## src/rtl/cpu_pkg.sv

```systemverilog
// Shared definitions for the multi-cycle CPU: opcodes, FSM states and
// instruction field positions.
package cpu_pkg;

    localparam logic [3:0] OP_NOP   = 4'h0;
    localparam logic [3:0] OP_ADD   = 4'h1;
    localparam logic [3:0] OP_SUB   = 4'h2;
    localparam logic [3:0] OP_AND   = 4'h3;
    localparam logic [3:0] OP_OR    = 4'h4;
    localparam logic [3:0] OP_XOR   = 4'h5;
    localparam logic [3:0] OP_SLTU  = 4'h6;
    localparam logic [3:0] OP_LDI   = 4'h7;
    localparam logic [3:0] OP_LD    = 4'h8;
    localparam logic [3:0] OP_ST    = 4'h9;
    localparam logic [3:0] OP_JMP   = 4'hA;
    localparam logic [3:0] OP_BEQZ  = 4'hB;
    localparam logic [3:0] OP_JR    = 4'hC;
    localparam logic [3:0] OP_ILL_D = 4'hD;
    localparam logic [3:0] OP_ILL_E = 4'hE;
    localparam logic [3:0] OP_HALT  = 4'hF;

    typedef enum logic [2:0] {
        ST_FETCH  = 3'd0,
        ST_DECODE = 3'd1,
        ST_EXEC   = 3'd2,
        ST_MEM    = 3'd3,
        ST_HALT   = 3'd4
    } state_t;

    localparam int OP_MSB  = 15;
    localparam int OP_LSB  = 12;
    localparam int RD_MSB  = 11;
    localparam int RD_LSB  = 9;
    localparam int RS1_MSB = 8;
    localparam int RS1_LSB = 6;
    localparam int RS2_MSB = 5;
    localparam int RS2_LSB = 3;
    localparam int IMM_MSB = 7;
    localparam int IMM_LSB = 0;

    // Opcodes whose EXEC step writes the ALU result to rd.
    function automatic logic is_alu_op(input logic [3:0] op);
        return (op == OP_ADD) || (op == OP_SUB) || (op == OP_AND) || (op == OP_OR) ||
               (op == OP_XOR) || (op == OP_SLTU) || (op == OP_LDI);
    endfunction

endpackage

```

## src/rtl/cpu_regfile.sv

```systemverilog
// 8-entry register file: two asynchronous read ports, one synchronous write
// port, optional hardwired-zero r0.
module cpu_regfile
    import cpu_pkg::*;
#(
    parameter int DATA_W  = 16,
    parameter bit R0_ZERO = 1'b1
) (
    input  logic              clk,
    input  logic              rst_n,
    input  logic [2:0]        i_ra1,
    input  logic [2:0]        i_ra2,
    output logic [DATA_W-1:0] o_rd1,
    output logic [DATA_W-1:0] o_rd2,
    input  logic              i_we,
    input  logic [2:0]        i_wa,
    input  logic [DATA_W-1:0] i_wd
);

    logic [DATA_W-1:0] r_regs [8];
    logic              w_wr_ok;

    assign w_wr_ok = i_we && !(R0_ZERO && (i_wa == 3'd0));

    // NOTE: only eight words, so the whole array takes the async clear;
    // larger memories would be left unreset to map onto RAM macros.
    always_ff @(posedge clk or negedge rst_n) begin
        if (!rst_n) begin
            for (int i = 0; i < 8; i++) begin
                r_regs[i] <= '0;
            end
        end else if (w_wr_ok) begin
            r_regs[i_wa] <= i_wd;
        end
    end

    // No write-through: a value written this cycle is visible next cycle.
    assign o_rd1 = (R0_ZERO && (i_ra1 == 3'd0)) ? '0 : r_regs[i_ra1];
    assign o_rd2 = (R0_ZERO && (i_ra2 == 3'd0)) ? '0 : r_regs[i_ra2];

endmodule

```

## src/rtl/multicycle_cpu.sv

```systemverilog
// Multi-cycle 16-bit-encoded CPU core sharing one req/ready memory bus for
// instruction fetch and data access.
module multicycle_cpu
    import cpu_pkg::*;
#(
    parameter int              DATA_W   = 16,
    parameter int              ADDR_W   = 16,
    parameter logic [ADDR_W-1:0] RESET_PC = '0,
    parameter bit              R0_ZERO  = 1'b1
) (
    input  logic              clk,
    input  logic              reset,
    output logic              mem_req,
    output logic              mem_we,
    output logic [ADDR_W-1:0] mem_addr,
    output logic [DATA_W-1:0] mem_wdata,
    input  logic              mem_ready,
    input  logic [DATA_W-1:0] mem_rdata,
    output logic [ADDR_W-1:0] pc,
    output logic              retire,
    output logic              halted,
    output logic              illegal
);

    state_t            r_state;
    state_t            w_next;
    logic [ADDR_W-1:0] r_pc;
    logic [15:0]       r_ir;
    logic [DATA_W-1:0] r_a;
    logic [DATA_W-1:0] r_b;
    logic              r_illegal;

    logic [3:0]        w_op;
    logic [2:0]        w_rd;
    logic [2:0]        w_rs1;
    logic [2:0]        w_rs2;
    logic [2:0]        w_ra2;
    logic [7:0]        w_imm;
    logic [15:0]       w_instr;
    logic [DATA_W-1:0] w_rd1;
    logic [DATA_W-1:0] w_rd2;
    logic [DATA_W-1:0] w_imm_data;
    logic [ADDR_W-1:0] w_imm_zext;
    logic [ADDR_W-1:0] w_imm_sext;
    logic [ADDR_W-1:0] w_a_addr;
    logic [ADDR_W-1:0] w_pc_inc;
    logic [DATA_W-1:0] w_alu;

    logic              w_req;
    logic              w_we;
    logic              w_retire;
    logic              w_rf_we;
    logic [DATA_W-1:0] w_rf_wd;
    logic [ADDR_W-1:0] w_pc_next;
    logic              w_ld_ir;
    logic              w_ld_ab;
    logic              w_set_ill;

    assign w_op  = r_ir[OP_MSB:OP_LSB];
    assign w_rd  = r_ir[RD_MSB:RD_LSB];
    assign w_rs1 = r_ir[RS1_MSB:RS1_LSB];
    assign w_rs2 = r_ir[RS2_MSB:RS2_LSB];
    assign w_imm = r_ir[IMM_MSB:IMM_LSB];

    // Second read port doubles as the store-data / branch-test port.
    assign w_ra2 = ((w_op == OP_ST) || (w_op == OP_BEQZ)) ? w_rd : w_rs2;

    assign w_imm_data = {{(DATA_W-8){1'b0}}, w_imm};
    assign w_imm_zext = {{(ADDR_W-8){1'b0}}, w_imm};
    assign w_imm_sext = {{(ADDR_W-8){w_imm[7]}}, w_imm};
    assign w_pc_inc   = r_pc + 1'b1;

    generate
        if (DATA_W >= ADDR_W) begin : g_addr_trunc
            assign w_a_addr = r_a[ADDR_W-1:0];
        end else begin : g_addr_zext
            assign w_a_addr = {{(ADDR_W-DATA_W){1'b0}}, r_a};
        end
        if (DATA_W >= 16) begin : g_ir_trunc
            assign w_instr = mem_rdata[15:0];
        end else begin : g_ir_zext
            assign w_instr = {{(16-DATA_W){1'b0}}, mem_rdata};
        end
    endgenerate

    cpu_regfile #(
        .DATA_W  (DATA_W),
        .R0_ZERO (R0_ZERO)
    ) u_regfile (
        .clk   (clk),
        .rst_n (reset),
        .i_ra1 (w_rs1),
        .i_ra2 (w_ra2),
        .o_rd1 (w_rd1),
        .o_rd2 (w_rd2),
        .i_we  (w_rf_we),
        .i_wa  (w_rd),
        .i_wd  (w_rf_wd)
    );

    always_comb begin
        w_alu = '0;
        case (w_op)
            OP_ADD:  w_alu = r_a + r_b;
            OP_SUB:  w_alu = r_a - r_b;
            OP_AND:  w_alu = r_a & r_b;
            OP_OR:   w_alu = r_a | r_b;
            OP_XOR:  w_alu = r_a ^ r_b;
            OP_SLTU: w_alu[0] = (r_a < r_b);
            OP_LDI:  w_alu = w_imm_data;
            default: w_alu = '0;
        endcase
    end

    // NOTE: every output of this block gets a default first, so no path
    // through the case can leave one unassigned and infer a latch.
    always_comb begin
        w_next    = r_state;
        w_req     = 1'b0;
        w_we      = 1'b0;
        w_retire  = 1'b0;
        w_rf_we   = 1'b0;
        w_rf_wd   = w_alu;
        w_pc_next = r_pc;
        w_ld_ir   = 1'b0;
        w_ld_ab   = 1'b0;
        w_set_ill = 1'b0;
        case (r_state)
            ST_FETCH: begin
                w_req = 1'b1;
                if (mem_ready) begin
                    w_ld_ir = 1'b1;
                    w_next  = ST_DECODE;
                end
            end
            ST_DECODE: begin
                w_ld_ab = 1'b1;
                w_next  = ST_EXEC;
            end
            ST_EXEC: begin
                w_retire  = 1'b1;
                w_next    = ST_FETCH;
                w_pc_next = w_pc_inc;
                if (is_alu_op(w_op)) begin
                    w_rf_we = 1'b1;
                end else begin
                    case (w_op)
                        OP_LD, OP_ST: begin
                            w_retire  = 1'b0;
                            w_pc_next = r_pc;
                            w_next    = ST_MEM;
                        end
                        OP_JMP:  w_pc_next = w_imm_zext;
                        OP_BEQZ: if (r_b == '0) w_pc_next = r_pc + w_imm_sext;
                        OP_JR:   w_pc_next = w_a_addr;
                        OP_HALT: begin
                            w_pc_next = r_pc;
                            w_next    = ST_HALT;
                        end
                        OP_ILL_D, OP_ILL_E: w_set_ill = 1'b1;
                        default: ;
                    endcase
                end
            end
            ST_MEM: begin
                w_req = 1'b1;
                w_we  = (w_op == OP_ST);
                if (mem_ready) begin
                    w_rf_we   = (w_op == OP_LD);
                    w_rf_wd   = mem_rdata;
                    w_pc_next = w_pc_inc;
                    w_retire  = 1'b1;
                    w_next    = ST_FETCH;
                end
            end
            ST_HALT: ;
            default: w_next = ST_FETCH;
        endcase
    end

    // NOTE: sequential state uses non-blocking assignments so every register
    // samples pre-edge values regardless of process ordering.
    always_ff @(posedge clk or negedge reset) begin
        if (!reset) begin
            r_state   <= ST_FETCH;
            r_pc      <= RESET_PC;
            r_ir      <= '0;
            r_a       <= '0;
            r_b       <= '0;
            r_illegal <= 1'b0;
        end else begin
            r_state <= w_next;
            r_pc    <= w_pc_next;
            if (w_ld_ir) begin
                r_ir <= w_instr;
            end
            if (w_ld_ab) begin
                r_a <= w_rd1;
                r_b <= w_rd2;
            end
            if (w_set_ill) begin
                r_illegal <= 1'b1;
            end
        end
    end

    // NOTE: the state register already sits in FETCH during reset, so the
    // request is gated by reset directly; this also drops it mid-transfer.
    assign mem_req   = w_req && reset;
    assign mem_we    = w_we && reset;
    assign mem_addr  = (r_state == ST_MEM) ? w_a_addr : r_pc;
    assign mem_wdata = r_b;
    assign pc        = r_pc;
    assign retire    = w_retire;
    assign halted    = (r_state == ST_HALT);
    assign illegal   = r_illegal;

endmodule

```

## config.mk

```make
export PLATFORM = sky130hd
export DESIGN_NAME = multicycle_cpu
export DESIGN_NICKNAME = d
export VERILOG_FILES = /design/src/rtl/cpu_pkg.sv /design/src/rtl/cpu_regfile.sv /design/src/rtl/multicycle_cpu.sv
export SDC_FILE = /design/constraint.sdc
export NUM_CORES = 1
export LEC_CHECK = 0
export BUFFER_PORTS_ARGS = -buffer_cell sky130_fd_sc_hd__buf_2
export CAP_MARGIN = 20
export CORE_MARGIN = 2
export CORE_UTILIZATION = 40
export CTS_CLUSTER_DIAMETER = 200
export DETAILED_ROUTE_END_ITERATION = 7
export GPL_ROUTABILITY_DRIVEN = 0
export PLACE_DENSITY = 0.59
export SLEW_MARGIN = 15
export SYNTH_ARGS = -nofsm -noshare
export SYNTH_HDL_FRONTEND = slang
export SYNTH_SLANG_ARGS = --single-unit
```

## constraint.sdc

```tcl
create_clock -name clk -period 4.68 [get_ports clk]
set_input_delay 0.702 -clock clk [delete_from_list [all_inputs] [get_ports clk]]
set_output_delay 0.702 -clock clk [all_outputs]
set_load 0.03 [all_outputs]
```

==> flow_summary.toml <==
[worst_setup_path]
critPathKind = "reg -> reg"
crit_path_start_kind = "flop"
end_kind = "flop"
cp.required_ns = 4.98
worstPathArrival_ns = 3.94
path_max_fanout = 8

[power_and_ir_drop]
p_per_area_mw_per_mm2 = 731
peakVddDrop_mv = 0.315
switching_share = 0.519
p_comb_frac = 0.565
p_clk_frac = 0.150
p_leak_nw = 6.28
p_seq_frac = 0.285
power.internal_w = 0.00507
p_sw_w = 0.00548

[final_layout]
area_delta_synth_final_pct = 10.8
regArea_mm2 = 0.00451
drive_above_1_share = 0.176
multi_input_area_mm2 = 0.00790
n_fill_cell = 3153
nets = 1602
num_antenna_cells = 0

[clock_tree]
clockBufferDepth = 2
clock_latency_ns = 0.47
ctsHoldBuffers = 0
cts_max_level = 4
cts_setup_buffers = 0
numCtsBuffers = 17
postCtsResizedCells = 0
cts_tree = "yes"
path_clk_slew_ns = 0.08
clock_sinks = 180
cts_root_buffer = "clkbuf_16"

[routing]
via_count = 11800
routed_via_density = 6.00
drc = 0
final_antenna_net_count = 0
wl_per_cell_um = 22.6
drtPass1Iterations = 6
wl_um = 44300
initialDrtViolationCount = 1335

[sta]
whs_ns = 0.144
hold_viol = 0
fin_crit_ns = 3.64
slew_violations = 0
worstMarginPinSlew_ns = 1.12
fin_skew_ns = 0.0233
setup_viol_count_final = 0
min_period_over_period = 0.778
max_slew_margin = 0.251
max_freq_mhz = 275
rsz0062_at_grt = "no"
setup_tns_ns = 0

[yosys]
synth_compound_area_frac = 0.233
synth_cell_types = 89
yosys_most_used_dff = "dfrtp_1"
synth_top_family_by_area = "compound AO/OA/AOI/OAI gates"
synthSimpleGateAreaFrac = 0.169
synth_commonest_cells = "nand2_1 (217), dfrtp_1 (180), o21ai_0 (125)"
ys_ff_latch = 180
synthCells = 1486
yosys.area.top_type = "dfrtp_1"
synth-edff-count = 0
yosys_warnings = 0
syn_area_mm2 = 0.0130
avgSynthCellArea_um2 = 8.77
synth_fa_ha_area_frac = 0.0747
synthArstFlopShare = 1.00
synth_top_cell_area_share = 0.346
post-synth-top-count-cell = "nand2_1"
synth-seq-area-share = 0.346
synth_xor_area_frac = 0.00941
yosys-top-cells-area = "dfrtp_1 (35%), mux2_2 (7.1%), ha_1 (7.0%)"
synth.area.mux_share = 0.116
syn-num-nets = 1581

[die]
die_y_um = 184
dieArea_mm2 = 0.0340
io-pin-count = 72
die_w_um = 184
core_mm2 = 0.0323
num_rows = 66
start_util = 0.403

[placed_design]
dp_hpwl_um = 31800
port_buffers = 71

[run]
maxCapViolations = 0

[global_route]
grt_pass1_vias = 11100
gr-usage-all-layers = 0.264
grt_max_degree = 146
antenna_found_initial = 0
grt_pass1_wl_um = 67800
grt_overflow = 0

[run_status]
status = "finished clean"

[min_path]
min_path_type = "in -> async"
==> critical path: stages, from the launching register on <==
cell and delay (ns):
dfrtp_1 0.55, inv_1 0.18, ha_1 0.45, nor2b_4 0.18, o31a_1 0.28, o21ai_0 0.31
nand2_1 0.12, a31oi_1 0.26, nor3_1 0.08, nor3_1 0.84, o21ai_0 0.23
==> cells by family (layout without fill, tap and decap cells) <==
kind of cell               count (synthesis)  after routing
muxes                                    121            121
xor gates and xnor gates                  14             14
adders and majority gates                 76             76
and+or+nand+nor                          466            466
DFF                                      180            180
AOI/OAI and AO/OA                        465            465
buffers and inverters                    164            198
==> final timing paths <==
| check | end | startpoint | cells after the start | slack [ns] |
|---|---|---|---|---|
| max reg2reg | u_regfile.r_regs[24] | mem_wdata[2] | 10 | 1.04 |
| max | u_regfile.r_regs[24] | mem_wdata[2] | 10 | 1.04 |
| max in group asynchronous | r_ir[6] | reset | 2 | 3.33 |
| min | pc[2] | reset | 1 | 0.14 |
| min reg2reg | u_regfile.r_regs[2] | u_regfile.r_regs[2] | 2 | 0.50 |
| min in group clk | u_regfile.r_regs[2] | u_regfile.r_regs[2] | 2 | 0.50 |
==> routing by layer <==
metal,track usage,wire (um),up-vias
met5,0,0,-
met4,0.0854,1220,0
met3,0.0391,3170,90
met2,0.427,20700,510
met1,0.364,19300,5710
li1,-,-,5462
==> cell type report <==
type | count | area share
clock inverters | 15 | 0.0131
well taps | 442 | 0.0383
clock buffers | 17 | 0.0295
flip-flops and latches | 180 | 0.312
inverters | 63 | 0.0164
repair buffers | 103 | 0.0427
multi-input cells | 1142 | 0.548
==> metrics by stage <==
stage	cells	setup WS, ns	utilization	cell area [um2]	power [W]
floorplan	1486	1.70	-	13000	0.00694
global placement	1930	1.27	0.428	13800	0.00876
detailed placement	1930	1.18	0.428	13800	0.00884
CTS	1962	1.15	0.447	14400	0.0104
global route	1962	0.958	0.447	14400	0.0112
finish	1962	1.04	0.447	14400	0.0106
==> flip-flops by register name (all words and copies together), names as in the netlist <==
name	flops
u_regfile.r_regs	112
illegal	1
pc	16
r_state	3
mem_wdata	16
r_a	16
r_ir	16
==> power by group through the flow <==
stage	clock [W]	sequential (W)	combinational, W
2_1_floorplan	0	0.00280	0.00414
3_3_place_gp	0	0.00298	0.00578
3_5_place_dp	0	0.00301	0.00583
4_1_cts	0.00160	0.00298	0.00587
5_1_grt	0.00166	0.00309	0.00644
6_report	0.00158	0.00301	0.00596
==> cells in the final DEF, fill, tap and decap left out, types with 12 or more instances in the layout <==
master,instances
nand2_1,217
dfrtp_1,179
o21ai_0,125
a21oi_1,110
nor2_1,88
mux2_2,82
ha_1,73
buf_2,70
inv_1,63
a211oi_1,37
buf_4,31
a22oi_1,26
a31oi_1,22
and2_1,20
mux2i_1,20
nor3_1,19
nand3_1,18
clkbuf_16,17
a311oi_1,16
mux4_2,16
nand2b_1,14
nor2b_1,13
and3_1,12
Note: power is estimated with default switching activity, not from simulation.
